[src/rtl/conv_window_sequencer_pkg.sv]
// Shared definitions for the convolution window sequencer: FSM state encoding
// and the output-dimension helper used for the elaboration-time geometry check.
package conv_window_sequencer_pkg;

  typedef enum logic [2:0] {
    IDLE   = 3'd0,
    SETTLE = 3'd1,
    ISSUE  = 3'd2,
    WAIT   = 3'd3,
    DONE   = 3'd4
  } conv_state_t;

  function automatic int conv_out_dim(input int in_dim, input int k, input int pad, input int s);
    return (in_dim + 2 * pad - k) / s + 1;
  endfunction

endpackage

[src/rtl/conv_window_sequencer_anchor.sv]
// 2-D output-grid counter: column advances first, wraps into the next row.
// Anchors are the zero-extended counters scaled by the stride.
module conv_anchor_counter #(
  parameter int data_width    = 16,
  parameter int result_length = 2,
  parameter int result_width  = 2,
  parameter int stride        = 1,
  parameter int slot_w        = ((result_length * result_width) > 1) ? $clog2(result_length * result_width) : 1
) (
  input  logic                  clk,
  input  logic                  reset,
  input  logic                  clear,
  input  logic                  step,
  output logic [data_width-1:0] anchor_2d,
  output logic [data_width-1:0] anchor_1d,
  output logic [slot_w-1:0]     slot,
  output logic                  last
);

  localparam int r_w = (result_length > 1) ? $clog2(result_length) : 1;
  localparam int c_w = (result_width > 1) ? $clog2(result_width) : 1;

  logic [r_w-1:0] r;
  logic [c_w-1:0] c;

  always_ff @(posedge clk or negedge reset) begin
    if (!reset) begin
      r <= '0;
      c <= '0;
    end else if (clear) begin
      r <= '0;
      c <= '0;
    end else if (step) begin
      if (c == c_w'(result_width - 1)) begin
        c <= '0;
        r <= r + 1'b1;
      end else begin
        c <= c + 1'b1;
      end
    end
  end

  assign anchor_2d = data_width'(32'(r) * stride);
  assign anchor_1d = data_width'(32'(c) * stride);
  assign slot      = slot_w'(32'(r) * result_width + 32'(c));
  assign last      = (r == r_w'(result_length - 1)) && (c == c_w'(result_width - 1));

endmodule

[src/rtl/conv_window_sequencer.sv]
// Walks the output grid, hands each window to the MAC and packs the returned
// float16 sums into the result map (slot 0 at the MSB end).
module conv_window_sequencer
  import conv_window_sequencer_pkg::*;
#(
  parameter int data_width    = 16,
  parameter int image_length  = 4,
  parameter int image_width   = 4,
  parameter int weight_length = 3,
  parameter int weight_width  = 3,
  parameter int result_length = 2,
  parameter int result_width  = 2,
  parameter int stride        = 1,
  parameter int padding_en    = 0,
  parameter int padding       = 0
) (
  input  logic                  clk,
  input  logic                  reset,
  input  logic                  conv_en,
  output logic [data_width-1:0] archor_2D,
  output logic [data_width-1:0] archor_1D,
  output logic                  win_valid,
  input  logic                  win_ready,
  input  logic                  res_valid,
  input  logic [data_width-1:0] res_data,
  output logic [0:result_length*result_width*data_width-1] result,
  output logic                  busy,
  output logic                  conv_done
);

  localparam int n_slots = result_length * result_width;
  localparam int slot_w  = (n_slots > 1) ? $clog2(n_slots) : 1;
  localparam int pad_eff = padding * padding_en;

  if (result_length != conv_out_dim(image_length, weight_length, pad_eff, stride)) begin : g_bad_length
    $error("conv_window_sequencer: result_length does not match image/kernel/stride/padding");
  end
  if (result_width != conv_out_dim(image_width, weight_width, pad_eff, stride)) begin : g_bad_width
    $error("conv_window_sequencer: result_width does not match image/kernel/stride/padding");
  end

  conv_state_t       state, state_nxt;
  logic              conv_en_q;
  logic              start;
  logic              clear_cnt;
  logic              step_cnt;
  logic              wr_en;
  logic [slot_w-1:0] slot;
  logic              last_slot;

  conv_anchor_counter #(
    .data_width    (data_width),
    .result_length (result_length),
    .result_width  (result_width),
    .stride        (stride),
    .slot_w        (slot_w)
  ) u_anchor (
    .clk       (clk),
    .reset     (reset),
    .clear     (clear_cnt),
    .step      (step_cnt),
    .anchor_2d (archor_2D),
    .anchor_1d (archor_1D),
    .slot      (slot),
    .last      (last_slot)
  );

  assign start = conv_en && !conv_en_q && (state == IDLE);

  always_ff @(posedge clk or negedge reset) begin
    if (!reset) begin
      state     <= IDLE;
      conv_en_q <= 1'b0;
    end else begin
      state     <= state_nxt;
      conv_en_q <= conv_en;
    end
  end

  // Abort (conv_en low) takes priority over a handshake or a result in the same cycle.
  always_comb begin
    state_nxt = state;
    clear_cnt = 1'b0;
    step_cnt  = 1'b0;
    wr_en     = 1'b0;
    unique case (state)
      IDLE: begin
        if (start) begin
          state_nxt = SETTLE;
          clear_cnt = 1'b1;
        end
      end
      SETTLE: state_nxt = conv_en ? ISSUE : IDLE;
      ISSUE: begin
        if (!conv_en)       state_nxt = IDLE;
        else if (win_ready) state_nxt = WAIT;
      end
      WAIT: begin
        if (!conv_en) begin
          state_nxt = IDLE;
        end else if (res_valid) begin
          wr_en = 1'b1;
          if (last_slot) begin
            state_nxt = DONE;
          end else begin
            state_nxt = SETTLE;
            step_cnt  = 1'b1;
          end
        end
      end
      DONE:    state_nxt = IDLE;
      default: state_nxt = IDLE;
    endcase
  end

  always_ff @(posedge clk or negedge reset) begin
    if (!reset) begin
      result <= '0;
    end else if (clear_cnt) begin
      result <= '0;
    end else if (wr_en) begin
      for (int i = 0; i < n_slots; i++) begin
        if (slot == slot_w'(i)) result[i*data_width +: data_width] <= res_data;
      end
    end
  end

  assign win_valid = (state == ISSUE);
  assign busy      = (state != IDLE);
  assign conv_done = (state == DONE);

endmodule

[config.mk]
export PLATFORM = sky130hd
export DESIGN_NAME = conv_window_sequencer
export DESIGN_NICKNAME = d
export VERILOG_FILES = /design/src/rtl/conv_window_sequencer_pkg.sv /design/src/rtl/conv_window_sequencer_anchor.sv /design/src/rtl/conv_window_sequencer.sv
export SDC_FILE = /design/constraint.sdc
export NUM_CORES = 1
export LEC_CHECK = 0
export ABC_AREA = 1
export CORE_MARGIN = 4
export CORE_UTILIZATION = 35
export CTS_CLUSTER_DIAMETER = 60
export DETAILED_ROUTE_END_ITERATION = 16
export GPL_ROUTABILITY_DRIVEN = 0
export GPL_TIMING_DRIVEN = 0
export PLACE_DENSITY_LB_ADDON = 0.25
export SYNTH_ARGS = -nofsm -noshare
export SYNTH_HDL_FRONTEND = slang
export SYNTH_HIERARCHICAL = 1
export SYNTH_SLANG_ARGS = --single-unit
export TNS_END_PERCENT = 10
[constraint.sdc]
create_clock -name clk -period 1.9 [get_ports clk]
set_clock_uncertainty 0.15 [all_clocks]
set_input_delay 0.475 -clock clk [delete_from_list [all_inputs] [get_ports clk]]
set_output_delay 0.475 -clock clk [all_outputs]
set_load 0.02 [all_outputs]
=== Word level (Yosys, flattened, before mapping) ===
Index checks and enable logic that the tools add are counted.

* Word-level logic and storage cells: 70
* Output and inout bits: 99
* Flip-flop bits (word level): 70

* Eq/ne operators: 10
* Add/sub/neg operators: 3
* Multiplexer cells: 29
* Reduce and logical (&&, ||, !) cells: 20

{| class="wikitable"
|+ Operators by type and width
! kind !! number
|-
| 2-to-1 mux 64 bit || 2
|-
| 2-to-1 mux 16 bit || 4
|-
| 2-to-1 mux 3 bit || 6
|-
| 2-to-1 mux 1 bit || 15
|-
| nonzero test 2 bit || 7
|-
| case mux 3 bit (4 select lines) || 1
|-
| AND reduction 2 bit || 5
|-
| equality test 3 x 2 -> 1 bit, second input constant || 2
|-
| equality test 2 bit, second input constant || 2
|-
| equality test 3 x 1 -> 1 bit, second input constant || 1
|-
| equality test 3 bit, second input constant || 1
|-
| logical AND 1 bit || 3
|-
| zero test 3 bit || 1
|-
| inequality test 3 x 2 -> 1 bit, second input constant || 1
|-
| inequality test 3 bit, second input constant || 1
|-
| AND reduction 3 bit || 1
|-
| nonzero test 3 bit || 1
|-
| adder 1 bit, second input constant || 2
|-
| adder 2 x 1 -> 2 bit || 1
|-
| equality test 2 x 1 -> 1 bit, second input constant || 1
|-
| zero test 2 bit || 1
|-
| 2-to-1 mux 2 bit || 1
|-
| inequality test 2 bit, second input constant || 1
|-
| zero test 1 bit || 1
|}

=== Logic depth before layout (Yosys ltp) ===
* Word-level depth: 7
* Mapped depth: 9
* Mapped depth without buffers: 8

=== Cells and area by module ===
Netlist, hierarchy kept.

{| class="wikitable"
|+ Modules (own cells, without submodules)
! module !! instances !! cells each !! area an instance (um2)
|-
| conv_window_sequencer || 1 || 359 || 3124.2
|-
| conv_anchor_counter || 1 || 48 || 351.6
|}

=== Worst setup path after synthesis ===
No wires, ideal clock.

* Path kind: register to output
* Start point: register state[2]
* End point: output win_valid
* Arrival time: 0.974 ns
* Slack: 0.301 ns
* Stages on the path, launching flop included: 2
* Cell sequence: dfrtp_1 nor3_1

* Cells in the longest elaborated chain, start to end: 1

{| class="wikitable"
|+ Ends and longest elaborated chain
! item !! RTL line !! text
|-
| from (decl) || conv_window_sequencer.sv:42 || <nowiki>conv_state_t state, state_nxt;</nowiki>
|-
| from (signal assigned) || conv_window_sequencer.sv:75 || <nowiki>state <= state_nxt;</nowiki>
|-
| equality test 3 x 2 -> 1 bit || conv_window_sequencer.sv:128 || <nowiki>assign win_valid = (state == ISSUE);</nowiki>
|-
| to (decl) || conv_window_sequencer.sv:22 || <nowiki>output logic win_valid,</nowiki>
|}

No other way between the ends.

=== Worst setup path in the final report ===
* Start point: register u_anchor.r
* End point: output archor_2D[0]

{| class="wikitable"
|+ RTL lines
! item !! RTL line !! text
|-
| from (decl) || conv_window_sequencer_anchor.sv:23 || <nowiki>logic [r_w-1:0] r;</nowiki>
|-
| from (signal assigned) || conv_window_sequencer_anchor.sv:36 || <nowiki>r <= r + 1'b1;</nowiki>
|-
| to (decl) || conv_window_sequencer.sv:20 || <nowiki>output logic [data_width-1:0] archor_2D,</nowiki>
|}

No word-level cell between the ends.

==> metrics.md <==
| Metric | Value |
|---|---|
| R2R Setup Slk | 140 ps |
| CTS HTree Levels | 3 |
| Final setup violation count | 0 |
| CP endpoint kind | output port |
| Pins Over Slew Limit | 0 |
| Leak | 2.938 nW |
| Max_cap viols | 0 |
| Placement-stage worst setup slack | -464.3 ps |
| Crit path DAT | 1230 ps |
| TritonRoute pass-1 iters | 4 |
| Count of antenna-violating nets left after detailed routing | 0 |
| Crit share post-route | 0.9746 |
| Share of layout cells above drive strength 1 | 0.1835 |
| Vias in the first global route | 2853 |
| Highest clock rate | 540.0 MHz |
| Antenna violations before repair | 0 |
| Kind of critical path | reg2out |
| Die height | 107.7 um |
| CTS tree | done |
| Row cnt | 36 |
| IO Port Bufs | 89 |
| WL final | 9373 um |
| Die Wd | 107.7 um |
| DP HPWL | 6626 um |
| Worst Hold Class | in2async |
| First-pass GRT wire length | 14880 um |
| GRT Util Overall | 0.1654 |
| Min cycle time layout | 1852 ps |
| Ys Warns | 6 |
| VDD IR max | 0.4158 mV |
| Max stage delay on crit path | 430 ps |
| Final count of hold timing violations | 0 |
| CTS buffer count | 9 |
| Starting Density | 0.3573 |
| NumNets Final | 561 |
| Count of cell types in the netlist | 20 |
| CP startpoint kind | flop |
| Clk slew on worst S/H paths | 80 ps |
| Vias per cell | 4.330 |
| Fin util | 0.4923 |
| CP max-delay cell | dfrtp_1 |
| CP Data Required Time | 1270 ps |
| Status | completed |
| Max-Slew Margin vs Limit | 0.4073 |
| Synth Cell Area | 3476 sq um |
| Number of synthesized register bits | 70 |
| Routed WL per cell | 13.82 um |
| Detailed Route Iter0 Violations | 172 |
| Total gr overflow | 0 |
| Clock Latency Late Sink | 340 ps |
| Tightest Pin Transition | 889.0 ps |
| Fill count | 958 |
| Largest net degree at the start of global routing | 71 |
| Storage element area | 1753 sq um |
| Deepest clock path buffer count | 2 |
| TritonCTS Sinks | 70 |
| DIE AREA | 11590 sq um |
| Power Density | 871.9 nW/um^2 |
| Syn Inst Count | 407 |
| Core Footprint | 9729 sq um |
| Top Ports | 120 |
| Root Driver | clkbuf_8 |
| Worst Slack Setup Final | 48.17 ps |
| Crit path cell chain | buf_4 -> dlygate4sd2_1 |
| Commonest non-fill, non-tap cell in the layout | nand2_1 |
| Most frequent cells in the layout | 142 x nand2_1, 71 x nand3_1, 69 x dfrtp_1 |
| Drt drc | 0 |
| Area occupied by multi-input gates | 1323 sq um |
| Worst-path maximum fanout | 5 |
| Via count | 2936 |
| Syn Area/Cell | 8.540 sq um |
| Area grow syn2layout | 37.80% |
| Post-synthesis sequential area ratio | 0.5040 |
| Antenna Cells | 0 |
per-stage QoR:
stage | hold slack, ps | total power, W | setup TNS, ps | cells | instance area, sq um
2_1_floorplan | 29.41 | 0.002519 | 0 | 436 | 3585
3_3_place_gp | 344.9 | 0.002959 | -171190 | 658 | 4642
3_5_place_dp | 343.6 | 0.002981 | -25080 | 658 | 4639
4_1_cts | 134.4 | 0.004187 | -77.38 | 675 | 4771
5_1_grt | 157.3 | 0.004404 | -9.494 | 678 | 4790
6_report | 89.05 | 0.004176 | 0 | 678 | 4790
critical path, delay by kind of cell, from the launching register on:
family	cells	cell delay, ps
DFF	1	430
buffers and inverters	2	460
Yosys cell counts (all sizes together):
library cell / instances / area share
dfrtp: 70 / 0.50
conb: 1 / 0.0011
buf: 50 / 0.11
nand4: 5 / 0.026
inv: 29 / 0.031
nor3: 1 / 0.0014
nor2: 31 / 0.058
a31oi: 1 / 0.0018
nand3: 72 / 0.11
nand2: 143 / 0.16
clkinv: 4 / 0.0058
logic make-up (layout without fill, tap and decap cells):
kind of cell	count (synthesis)	after routing	synth area share
compound gates	1	1	0.001801
buf+inv	83	192	0.1476
flops	70	70	0.5040
other cells	1	30	0.001079
simple gates	252	252	0.3456
layout make-up:
class | instances | share of cell area
Timing Repair Buffer | 93 | 0.1711
Tap cell | 133 | 0.03474
Clock inverter | 5 | 0.01176
Multi-Input combinational cell | 283 | 0.2761
Inverter | 33 | 0.02743
Clock buffer | 11 | 0.03161
Buffer | 50 | 0.08124
Sequential cell | 70 | 0.3660
power breakdown:
part           internal (W)  total [W]  switching (W)
Combinational      0.000456    0.00121       0.000758
Sequential          0.00160    0.00170      0.0000944
Clock              0.000678    0.00127       0.000587
worst paths after layout:
check | start | endpoint | cells past startpoint
worst max-delay path | u_anchor/r$_DFFE_PN0P_ | archor_2D[0] | 2
worst min-delay path | reset | result[6]$_DFFE_PN0P_ | 1
worst max register to register | state[0]$_DFFE_PN0P_ | result[22]$_DFFE_PN0P_ | 8
worst min register to register | result[44]$_DFFE_PN0P_ | result[44]$_DFFE_PN0P_ | 2
max in group asynchronous | reset | state[2]$_DFFE_PN0P_ | 1
min in group clk | conv_en | conv_en_q$_DFF_PN0_ | 1
metal layers:
| metal | vias up | wire (um) | global-route usage | part of all wire |
|---|---|---|---|---|
| met5 | - | 0 | 0 | 0 |
| met4 | 0 | 117 | 0.05140 | 0.012 |
| met3 | 12 | 661 | 0.04199 | 0.071 |
| met2 | 92 | 4375 | 0.2620 | 0.47 |
| met1 | 1359 | 4218 | 0.2226 | 0.45 |
| li1 | 1473 | - | - | - |
state kept, by name (all words and copies together), names as in the netlist:
name	cells
conv_en_q	1
result	64
state	3
u_anchor/c	1
u_anchor/r	1
repair_timing:
item,CTS,global route
endpoints found under the setup margin,107,3
setup buffers,1,3
resized for setup,82,4
gates cloned,0,0
pin swaps,0,1
hold buffers,0,0
(Power assumes the default switching activity.)
